**config.mk**
```make
export PLATFORM = sky130hd
export DESIGN_NAME = div_unit
export DESIGN_NICKNAME = d
export VERILOG_FILES = /design/src/rtl/div_pkg.sv /design/src/rtl/div_step.sv /design/src/rtl/div_unit.sv
export SDC_FILE = /design/constraint.sdc
export NUM_CORES = 1
export LEC_CHECK = 0
export BUFFER_PORTS_ARGS = -buffer_cell sky130_fd_sc_hd__clkbuf_2
export CORE_MARGIN = 2
export CORE_UTILIZATION = 35
export CTS_BUF_LIST = sky130_fd_sc_hd__clkbuf_16
export DETAILED_ROUTE_END_ITERATION = 7
export PLACE_DENSITY = 0.51
export SLEW_MARGIN = 20
export SYNTH_ARGS = -nofsm -noshare
export SYNTH_HDL_FRONTEND = slang
export SYNTH_SLANG_ARGS = --single-unit
```
**constraint.sdc**
```tcl
create_clock -name clk -period 4.1 [get_ports clk]
set_input_delay 0.82 -clock clk [delete_from_list [all_inputs] [get_ports clk]]
set_output_delay 0.82 -clock clk [all_outputs]
set_load 0.05 [all_outputs]
```
**src/rtl/div_pkg.sv**
```systemverilog
// Shared definitions for the iterative MIPS DIV/DIVU divider.
package div_pkg;

  localparam int unsigned DIV_WIDTH = 32;

  typedef enum logic [1:0] {IDLE, CALC, FIX} div_state_e;

  localparam logic [DIV_WIDTH-1:0] DIV_ZERO_Q = '1;

endpackage

```
**src/rtl/div_step.sv**
```systemverilog
// One restoring-division iteration: shift in a dividend bit, trial-subtract the divisor.
module div_step
  import div_pkg::*;
#(
  parameter int unsigned WIDTH = DIV_WIDTH
) (
  input  logic [WIDTH-1:0] rem,
  input  logic             dvd_bit,
  input  logic [WIDTH-1:0] divisor,
  output logic [WIDTH-1:0] rem_next,
  output logic             q_bit
);

  logic [WIDTH-1:0] rem_sh;
  logic [WIDTH:0]   diff;

  always_comb begin
    rem_sh   = {rem[WIDTH-2:0], dvd_bit};
    diff     = {1'b0, rem_sh} - {1'b0, divisor};
    // A bit shifted out of the top means rem' >= 2^WIDTH > divisor, so it must subtract.
    q_bit    = rem[WIDTH-1] | ~diff[WIDTH];
    rem_next = q_bit ? diff[WIDTH-1:0] : rem_sh;
  end

endmodule

```
**src/rtl/div_unit.sv**
```systemverilog
// Multi-cycle signed/unsigned divider: quotient to LO (Q), remainder to HI (R).
module div_unit
  import div_pkg::*;
#(
  parameter int unsigned WIDTH = DIV_WIDTH
) (
  input  logic             clk,
  input  logic             reset,
  input  logic             start,
  input  logic             Signed,
  input  logic [WIDTH-1:0] A,
  input  logic [WIDTH-1:0] B,
  output logic             busy,
  output logic             done,
  output logic [WIDTH-1:0] Q,
  output logic [WIDTH-1:0] R,
  output logic             div_zero
);

  localparam int unsigned CntW = $clog2(WIDTH);

  div_state_e       state_q, state_d;
  logic [WIDTH-1:0] dvd_q, dvs_q, rem_q, q_q, r_q;
  logic [CntW-1:0]  cnt_q;
  logic             sign_q_q, sign_r_q, zero_q, done_q, div_zero_q;

  logic [WIDTH-1:0] a_mag, b_mag, step_rem;
  logic             step_q;

  assign a_mag = (Signed && A[WIDTH-1]) ? -A : A;
  assign b_mag = (Signed && B[WIDTH-1]) ? -B : B;

  div_step #(
    .WIDTH(WIDTH)
  ) u_step (
    .rem     (rem_q),
    .dvd_bit (dvd_q[WIDTH-1]),
    .divisor (dvs_q),
    .rem_next(step_rem),
    .q_bit   (step_q)
  );

  always_ff @(posedge clk) begin
    if (!reset) begin
      state_q <= IDLE;
    end else begin
      state_q <= state_d;
    end
  end

  always_comb begin
    state_d = state_q;
    unique case (state_q)
      IDLE:    if (start) state_d = (B == '0) ? FIX : CALC;
      CALC:    if (cnt_q == '0) state_d = FIX;
      FIX:     state_d = IDLE;
      default: state_d = IDLE;
    endcase
  end

  always_comb begin
    busy = (state_q != IDLE);
  end

  assign done     = done_q;
  assign Q        = q_q;
  assign R        = r_q;
  assign div_zero = div_zero_q;

  // Quotient bits shift into the dividend register as its bits are consumed.
  always_ff @(posedge clk) begin
    if (!reset) begin
      dvd_q      <= '0;
      dvs_q      <= '0;
      rem_q      <= '0;
      cnt_q      <= '0;
      sign_q_q   <= 1'b0;
      sign_r_q   <= 1'b0;
      zero_q     <= 1'b0;
      done_q     <= 1'b0;
      q_q        <= '0;
      r_q        <= '0;
      div_zero_q <= 1'b0;
    end else begin
      done_q <= 1'b0;
      unique case (state_q)
        IDLE: begin
          if (start) begin
            sign_q_q <= Signed & (A[WIDTH-1] ^ B[WIDTH-1]);
            sign_r_q <= Signed & A[WIDTH-1];
            zero_q   <= (B == '0);
            dvd_q    <= (B == '0) ? A : a_mag;
            dvs_q    <= b_mag;
            rem_q    <= '0;
            cnt_q    <= CntW'(WIDTH - 1);
          end
        end
        CALC: begin
          rem_q <= step_rem;
          dvd_q <= {dvd_q[WIDTH-2:0], step_q};
          cnt_q <= cnt_q - CntW'(1);
        end
        FIX: begin
          done_q     <= 1'b1;
          div_zero_q <= zero_q;
          if (zero_q) begin
            q_q <= DIV_ZERO_Q;
            r_q <= dvd_q;
          end else begin
            q_q <= sign_q_q ? -dvd_q : dvd_q;
            r_q <= sign_r_q ? -rem_q : rem_q;
          end
        end
        default: ;
      endcase
    end
  end

endmodule

```
==> results.yml, run 1 <==
status:
  status: "finished clean"
yosys:
  synthArstFlopShare: 0
  synth_nets: 1579
  syn-cell-area_mm2: 0.01134
  synth_cell_types: 73
  synth_edf_count: 0
  yosysSeqAreaShare: 0.3036
  syn_area_per_cell_um2: 7.706
  synthFlopType: "dfxtp_1"
  netlist_instances: 1472
  synth_area_leaders: "dfxtp_1 30%, nand2_1 7.0%, xor2_1 6.4%, o21ai_0 6.0%, a21oi_1 4.5%"
  netlist.area_leader.share: 0.3036
  synth.largest_area_cell: "dfxtp_1"
  yosys_warnings: 0
  ys_ff_latch: 172
critical_path:
  timing.rr.start: "rem_q[9]"
  critPathArrivalTime_ps: 3660
  crit_type: "reg2reg"
  setup.worst_path.end_class: "flip-flop"
  critPathLaunchType: "flip-flop"
  reg2reg_slack_ps: 770
  worstPathRequired_ps: 4430
  cp-startpoint: "rem_q[9]"
  cp_max_fo: 43
layout:
  antenna_cells: 0
  final_net_count: 1657
  final_cell_mix: "211 x nand2_1, 171 x dfxtp_1, 136 x o21ai_0, 133 x clkbuf_2, 103 x a21oi_1"
  final_core_utilization: 0.4101
  layout_commonest_cell: "nand2_1"
  syn2layout_area_growth_pct: 14.66
  drive_above_1_share: 0.1376
  fin_area_mm2: 0.01301
clock_tree:
  post_cts_buffers: 0
  clockRootBuffer: "clkbuf_16"
  cts_tree: "done"
  cts_max_level: 4
  clkSinkCount: 172
  insertion_delay_ps: 450
  path_clk_slew_ps: 70
  cts.hold.buffers_added: 0
  cts_buffer_depth: 2
  numCtsBuffers: 17
  cts_resized: 0
timing:
  min_period_ps: 3332
  final_max_slew_viol_count: 0
  hold_viol: 0
  fin_crit_sh: 0.8127
  tightest_slew_ps: 1036
  holdWs_ps: 464.0
  fin_setup_tns_ps: 0
  max_freq_mhz: 300.1
  setup_violations: 0
  slew_headroom: 0.3086
  setup_ws_ps: 767.8
  finClkSkew_ps: 11.85
  grt_setup_unrepaired: "no"
worst_hold_path:
  hold_class: "reg2reg"
  min-delay-start: "R[31]"
global_routing:
  antenna_found_initial: 0
  track_usage: 0.2166
  grt_first_pass_wirelength_um: 57240
  grt_max_degree: 142
  grt_pass1_vias: 10220
  overflow: 0
routing:
  wl_met1_um: 17210
  met2WireLength_um: 17040
  drt-wirelength-per-cell_um: 18.44
  viasPerCell: 5.486
  drc: 0
  wirelength_um: 36210
  first_iter_violations: 779
  ant_nets: 0
  wl_met3_um: 1283
  firstDrtPassIters: 5
  top_layer_used: "met4"
  vias: 10780
placed_design:
  place_worst_setup_slack_ps: 579.8
  gp_congestion: 0.8496
  dpl.hpwl_um: 27250
  placed_cell_area_mm2: 0.01235
  portBuffers: 134
floorplanning:
  die_y_um: 184.0
  ios: 135
  die-area_mm2: 0.03387
  initial_core_util: 0.3576
  core_area_mm2: 0.03172
  rows: 65
  die_x_um: 184.0
flow_run:
  maxCapViolCount: 0
power:
  total_leakage_power_uw: 0.005462
  pwr_density_cell_mw_per_mm2: 367.6
  peakVddDrop_uv: 281.0
-- registers in the layout, summed over array words and instances (netlist names) --
register / flops
Q: 32
R: 32
cnt_q: 5
div_zero: 1
done: 1
dvd_q: 32
dvs_q: 32
rem_q: 32
sign_q_q: 1
sign_r_q: 1
state_q: 2
zero_q: 1
-- cell families after synthesis --
group	count (synthesis)	share of synthesized area
buffers and inverters	150	0.05129
and+or+nand+nor	483	0.2044
adders and majority gates	39	0.04368
xor gates and xnor gates	138	0.1066
AOI/OAI and AO/OA	478	0.2798
DFF	172	0.3036
muxes	12	0.01070
-- where the power goes --
part / internal (uW) / switching [uW]
sequential: 1770 / 168
combinational: 382 / 617
clock: 1090 / 747
-- cell usage after synthesis (19+ instances only) --
cell and count:
nor3_1 32, a21boi_0 47, nor2_1 76, o21ai_0 136, ha_1 38, dfxtp_1 172, a21oi_1 103, o31ai_1 26
inv_1 53, or3_1 19, xor2_1 83, clkbuf_1 79, xnor2_1 55, nand3_1 29, nand2_1 211, o211a_1 37
-- metrics by stage --
step | total power [uW] | cells
final | 4781 | 1964
after global placement | 2975 | 1933
after detailed placement | 2976 | 1933
after global routing | 5011 | 1964
after floorplan | 2645 | 1472
after CTS | 4822 | 1964
-- per-layer routing --
metal | vias to the layer above | global-route usage
met1 | 5095 | 0.2843
met2 | 232 | 0.3650
met3 | 40 | 0.03506
met4 | 0 | 0.06400
li1 | 5408 | -
met5 | - | 0
-- final timing paths --
kind | end | cells after the start
worst max-delay path | rem_q[22] | 10
worst max register to register | rem_q[22] | 10
worst min-delay path | R[31] | 2
worst min register to register | R[31] | 2
-- critical path: stages (launching register included) --
cell,delay (ps)
dfxtp_1,490
ha_1,390
a21oi_2,230
o211ai_1,150
or4_1,480
o211ai_2,250
nand4b_1,180
a311oi_4,360
buf_12,260
nor3_1,90
a311o_1,330
-- final cells by class --
| cell class | instances | area (um^2) |
|---|---|---|
| Fill cell | 3357 | 18710 |
| Tap cell | 402 | 503.0 |
| Timing Repair Buffer | 156 | 875.8 |
| Inverter | 53 | 198.9 |
| Clock inverter | 14 | 231.5 |
| Multi-Input combinational cell | 1150 | 7327 |
| Clock buffer | 17 | 425.4 |
| Sequential cell | 172 | 3445 |
(Power assumes the default switching activity.)
==> run 2, diff against run 1 <==
- clock period: 4.1 -> 3.2 ns (I/O delays scaled with it)
==> run 2 against run 1 <==
Compared with the run above:
- combinational power is 43% higher
- first-iteration DRC count is 26% lower
- largest power group unchanged
- power is 25% higher
- die area stayed put
==> results.yml, run 2 (synthesis results as in run 1) <==
status:
  status: "finished clean"
power:
  peakVddDrop_uv: 393.1
  total_leakage_power_uw: 0.005773
  switchingPower_uw: 2027
  power.total_uw: 5953
  seqPwrFrac: 0.406
  pwr_density_cell_mw_per_mm2: 441.6
  comb_power_share: 0.240
  power_frac_clock: 0.354
  p_int_uw: 3926
  p_sw_frac: 0.3405
clock_tree:
  clockRootBuffer: "clkbuf_16"
  path_clk_slew_ps: 70
  cts_max_level: 4
  numCtsBuffers: 17
  insertion_delay_ps: 450
  cts_buffer_depth: 2
  cts_tree: "done"
  clkSinkCount: 172
layout:
  syn2layout_area_growth_pct: 18.85
  final_net_count: 1722
  drive_above_1_share: 0.1744
  antenna_cells: 0
  final_cell_mix: "211 x nand2_1, 171 x dfxtp_1, 136 x o21ai_0, 133 x clkbuf_2, 103 x a21oi_1"
  layout_commonest_cell: "nand2_1"
global_routing:
  grt_first_pass_wirelength_um: 58570
  grt_max_degree: 75
  grt_pass1_vias: 10460
  overflow: 0
  track_usage: 0.2235
  antenna_found_initial: 0
floorplanning:
  core_area_mm2: 0.03172
  rows: 65
  die_x_um: 184.0
  die-area_mm2: 0.03387
  initial_core_util: 0.3576
  die_y_um: 184.0
  ios: 135
critical_path:
  slowest_stage: "or4_1"
  critPathTopFamily: "simple AND/OR/NAND/NOR gates"
  timing.rr.start: "rem_q[18]"
  cp_common_cell: "or4_1"
  reg2reg_slack_ps: 190
  setup.worst_path.end_class: "flip-flop"
  crit_type: "reg2reg"
  timing.rr.end: "R[31]"
  critPathLaunchType: "flip-flop"
  reg2regPathDepth: 7
  max_stage_delay_ps: 700
  worstPathRequired_ps: 3530
  crit_buf_inv: 0
  critPathArrivalTime_ps: 3340
  cp_cell_sequence: "or4_1 > or4_1 > or3_1 > o31ai_1 > xnor2_1 > o211ai_1 > nand2_1"
  cp_max_fo: 8
placed_design:
  place_worst_setup_slack_ps: 93.71
  gp_congestion: 0.8483
  dpl.hpwl_um: 28850
  portBuffers: 134
timing:
  setup_ws_ps: 188.1
  hold_viol: 0
  min_period_ps: 3012
  fin_setup_tns_ps: 0
  holdWs_ps: 455.8
  fin_crit_sh: 0.9412
  final_max_slew_viol_count: 0
  slew_headroom: 0.4285
  tightest_slew_ps: 857.3
  grt_setup_unrepaired: "no"
  max_freq_mhz: 332.0
  finClkSkew_ps: 12.70
  setup_violations: 0
routing:
  met2WireLength_um: 18090
  firstDrtPassIters: 7
  wl_met3_um: 1592
  wirelength_um: 37150
  vias: 11060
  viasPerCell: 5.450
  drt-wirelength-per-cell_um: 18.30
  ant_nets: 0
  wl_met1_um: 16800
  drc: 0
  top_layer_used: "met4"
  first_iter_violations: 579
worst_hold_path:
  hold-path-endpoint: "R[31]"
  holdPathStages: 2
  min-delay-start: "R[31]"
  hold_class: "reg2reg"
flow_run:
  maxCapViolCount: 0
==> run 2: power by group through the flow <==
stage / registers [uW] / clock network, uW / logic [uW]
floorplan: 2480 / 0 / 907
global placement: 2470 / 0 / 1430
detailed placement: 2470 / 0 / 1430
CTS: 2420 / 2170 / 1440
global route: 2440 / 2240 / 1570
finish: 2420 / 2110 / 1430
==> run 2: worst max path at each step <==
| stage | start | endpoint | slack, ps | depth (start not counted) |
|---|---|---|---|---|
| 2_1_floorplan | rem_q[9] | rem_q[19] | 290 | 11 |
| 3_3_place_gp | A[16] | dvd_q[31] | 90 | 10 |
| 3_5_place_dp | B[10] | dvd_q[18] | 90 | 11 |
| 4_1_cts | dvs_q[10] | rem_q[26] | 90 | 12 |
| 5_1_grt | dvs_q[10] | rem_q[16] | 6 | 13 |
| 6_report | rem_q[18] | R[31] | 190 | 7 |
==> run 2: area by class of cell <==
type | instances | area [um^2]
clock buffer | 17 | 425.4
clock inverter | 15 | 157.7
fill | 3327 | 18240
inverter | 53 | 198.9
multi-input combinational | 1150 | 7338
sequential | 172 | 3445
tap | 402 | 503.0
timing repair buffer | 221 | 1414
==> run 2: stage by stage <==
step	utilization	cells	cell area, um^2
CTS	0.4247	2030	13470
global route	0.4250	2030	13480
global placement	0.4063	1998	12890
floorplan	-	1472	11340
finish	0.4250	2030	13480
detailed placement	0.4063	1998	12890
==> run 2: repair_timing <==
item,4_1_cts,5_1_grt
buffers inserted,0,0
setup endpoints to repair,0,27
hold buffers,0,0
resized for setup,0,4
==> run 2: metal layers <==
layer / GRT usage / vias up
met1: 0.2896 / 5229
met2: 0.3860 / 248
met4: 0.05984 / 0
met5: 0 / -
li1: - / 5552
met3: 0.03387 / 34
==> run 2: worst reg2reg max path, stage by stage, from the launching register on <==
cell      delay [ps]
dfxtp_1          450
or4_1            700
or4_1            490
or3_1            430
o31ai_1          340
xnor2_1          130
o211ai_1         270
nand2_1           80
==> run 3, diff against run 2 <==
- CORE_UTILIZATION: 35 -> 45
- PLACE_DENSITY: 0.51 -> 0.62
==> run 3 against run 2 <==
Compared with the run above:
- clock skew is 1.1 ps lower
- routed wire length is 4.8% lower
- global-route usage is 4.2 points higher
- sequential share of layout area is 0.38 points higher
- critical path depth is 5 higher
- final cell count is 4.5% lower
- critical endpoint is now rem_q[22]
- power is 0.96% higher
- clock-buffer cell count stayed put
- register-to-register slack worse by 30 ps
- highest routed layer unchanged
==> results.yml, run 3 (synthesis results as in run 1) <==
status:
  status: "finished clean"
floorplanning:
  ios: 135
  core_area_mm2: 0.02496
  die_x_um: 162.8
  rows: 58
  initial_core_util: 0.4544
  die_y_um: 162.8
  die-area_mm2: 0.02649
layout:
  layout_commonest_cell: "nand2_1"
  fin_area_mm2: 0.01328
  final_cell_mix: "211 x nand2_1, 171 x dfxtp_1, 136 x o21ai_0, 133 x clkbuf_2, 101 x a21oi_1"
  syn2layout_area_growth_pct: 17.11
  antenna_cells: 0
  drive_above_1_share: 0.1636
  final_net_count: 1702
clock_tree:
  numCtsBuffers: 17
  clkSinkCount: 172
  cts_max_level: 4
  cts_tree: "done"
  clockRootBuffer: "clkbuf_16"
  cts.hold.buffers_added: 0
  path_clk_slew_ps: 70
  cts_buffer_depth: 2
  insertion_delay_ps: 440
routing:
  first_iter_violations: 845
  vias: 11190
  wirelength_um: 35350
  drc: 0
  ant_nets: 0
  firstDrtPassIters: 6
  drt-wirelength-per-cell_um: 18.24
  viasPerCell: 5.775
power:
  total_leakage_power_uw: 0.005686
  comb_power_share: 0.231
  peakVddDrop_uv: 350.1
  p_int_uw: 4042
  power_frac_clock: 0.365
  pwr_density_cell_mw_per_mm2: 452.5
  p_sw_frac: 0.3276
  seqPwrFrac: 0.405
  switchingPower_uw: 1969
critical_path:
  cp_max_fo: 11
  crit_type: "reg2reg"
  setup.worst_path.end_class: "flip-flop"
  critPathArrivalTime_ps: 3370
  critPathLaunchType: "flip-flop"
  worstPathRequired_ps: 3520
timing:
  setup_ws_ps: 153.6
  setup_violations: 0
  min_period_ps: 3046
  fin_crit_sh: 0.9520
  grt_setup_unrepaired: "yes"
  final_max_slew_viol_count: 0
  max_freq_mhz: 328.3
  hold_viol: 0
  finClkSkew_ps: 11.63
  tightest_slew_ps: 823.7
  slew_headroom: 0.4509
global_routing:
  grt_pass1_vias: 10390
  grt_max_degree: 97
  track_usage: 0.2655
  overflow: 0
  antenna_found_initial: 0
  grt_first_pass_wirelength_um: 55540
placed_design:
  gp_congestion: 0.8879
  placed_cell_area_mm2: 0.01255
  portBuffers: 134
  place_worst_setup_slack_ps: -48.98
  dpl.hpwl_um: 26640
flow_run:
  maxCapViolCount: 0
worst_hold_path:
  hold_class: "reg2reg"
## run 3: changes by cell type in the layout (fill, tap and decap cells not counted), moves of 2 or more
cell,change
clkinvlp_4,-2
buf_12,-5
buf_6,+3
buf_4,-20
a21oi_1,-2
bufinv_16,+2
clkinv_1,+3
## run 3: final timing paths
kind / from / end / slack [ps] / cells past startpoint
worst min register to register: R[20] / R[20] / 460 / 2
worst max-delay path: dvs_q[7] / rem_q[22] / 150 / 12
worst min-delay path: R[20] / R[20] / 460 / 2
worst max register to register: dvs_q[7] / rem_q[22] / 150 / 12
## run 3: power by group through the flow
| stage | combinational [uW] | sequential (uW) | clock (uW) |
|---|---|---|---|
| finish | 1390 | 2430 | 2190 |
| global route | 1520 | 2440 | 2320 |
| CTS | 1370 | 2430 | 2220 |
| detailed placement | 1360 | 2480 | 0 |
| global placement | 1350 | 2470 | 0 |
| floorplan | 907 | 2480 | 0 |
## run 3: routing by layer
layer  vias up  part of all wire  GRT usage
met3        48             0.043    0.03489
li1       5522                 -          -
met5         -                 0          0
met1      5336              0.44     0.3399
met4         0             0.021    0.07522
met2       286              0.49     0.4671
## run 3: repair_timing
| action | in CTS | in global routing |
|---|---|---|
| pin swaps | 1 | 4 |
| gates resized for setup | 0 | 13 |
| setup buffers | 0 | 2 |
| endpoints found under the setup margin | 1 | 33 |
| gates cloned | 1 | 1 |
## run 3: critical path, cell delays in order, from the launching register on
cell      delay [ps]
dfxtp_1          340
inv_1             50
ha_1             360
a21oi_2          160
o211ai_1         150
or4_4            480
o211ai_4         220
nand4b_1         170
a311oi_4         300
buf_6            180
buf_12           140
nor3_1            50
a311o_1          330
## run 3: cell type report
type / instances / area [um^2]
fill: 2487 / 11680
multi-input combinational: 1150 / 7371
tap: 330 / 412.9
inverter: 53 / 198.9
sequential: 172 / 3445
timing repair buffer: 201 / 1250
clock inverter: 15 / 181.4
clock buffer: 17 / 425.4
## run 3: stage by stage
stage | TNS (ps) | std cells | total power (uW) | utilization | hold slack [ps]
6_report | 0 | 1938 | 6010 | 0.5321 | 463.0
5_1_grt | -7.470 | 1938 | 6281 | 0.5321 | 481.3
4_1_cts | 0 | 1935 | 6019 | 0.5285 | 468.0
3_5_place_dp | -48.98 | 1902 | 3839 | 0.5029 | 458.3
3_3_place_gp | 0 | 1902 | 3828 | 0.5029 | 453.1
2_1_floorplan | 0 | 1472 | 3389 | - | 441.0
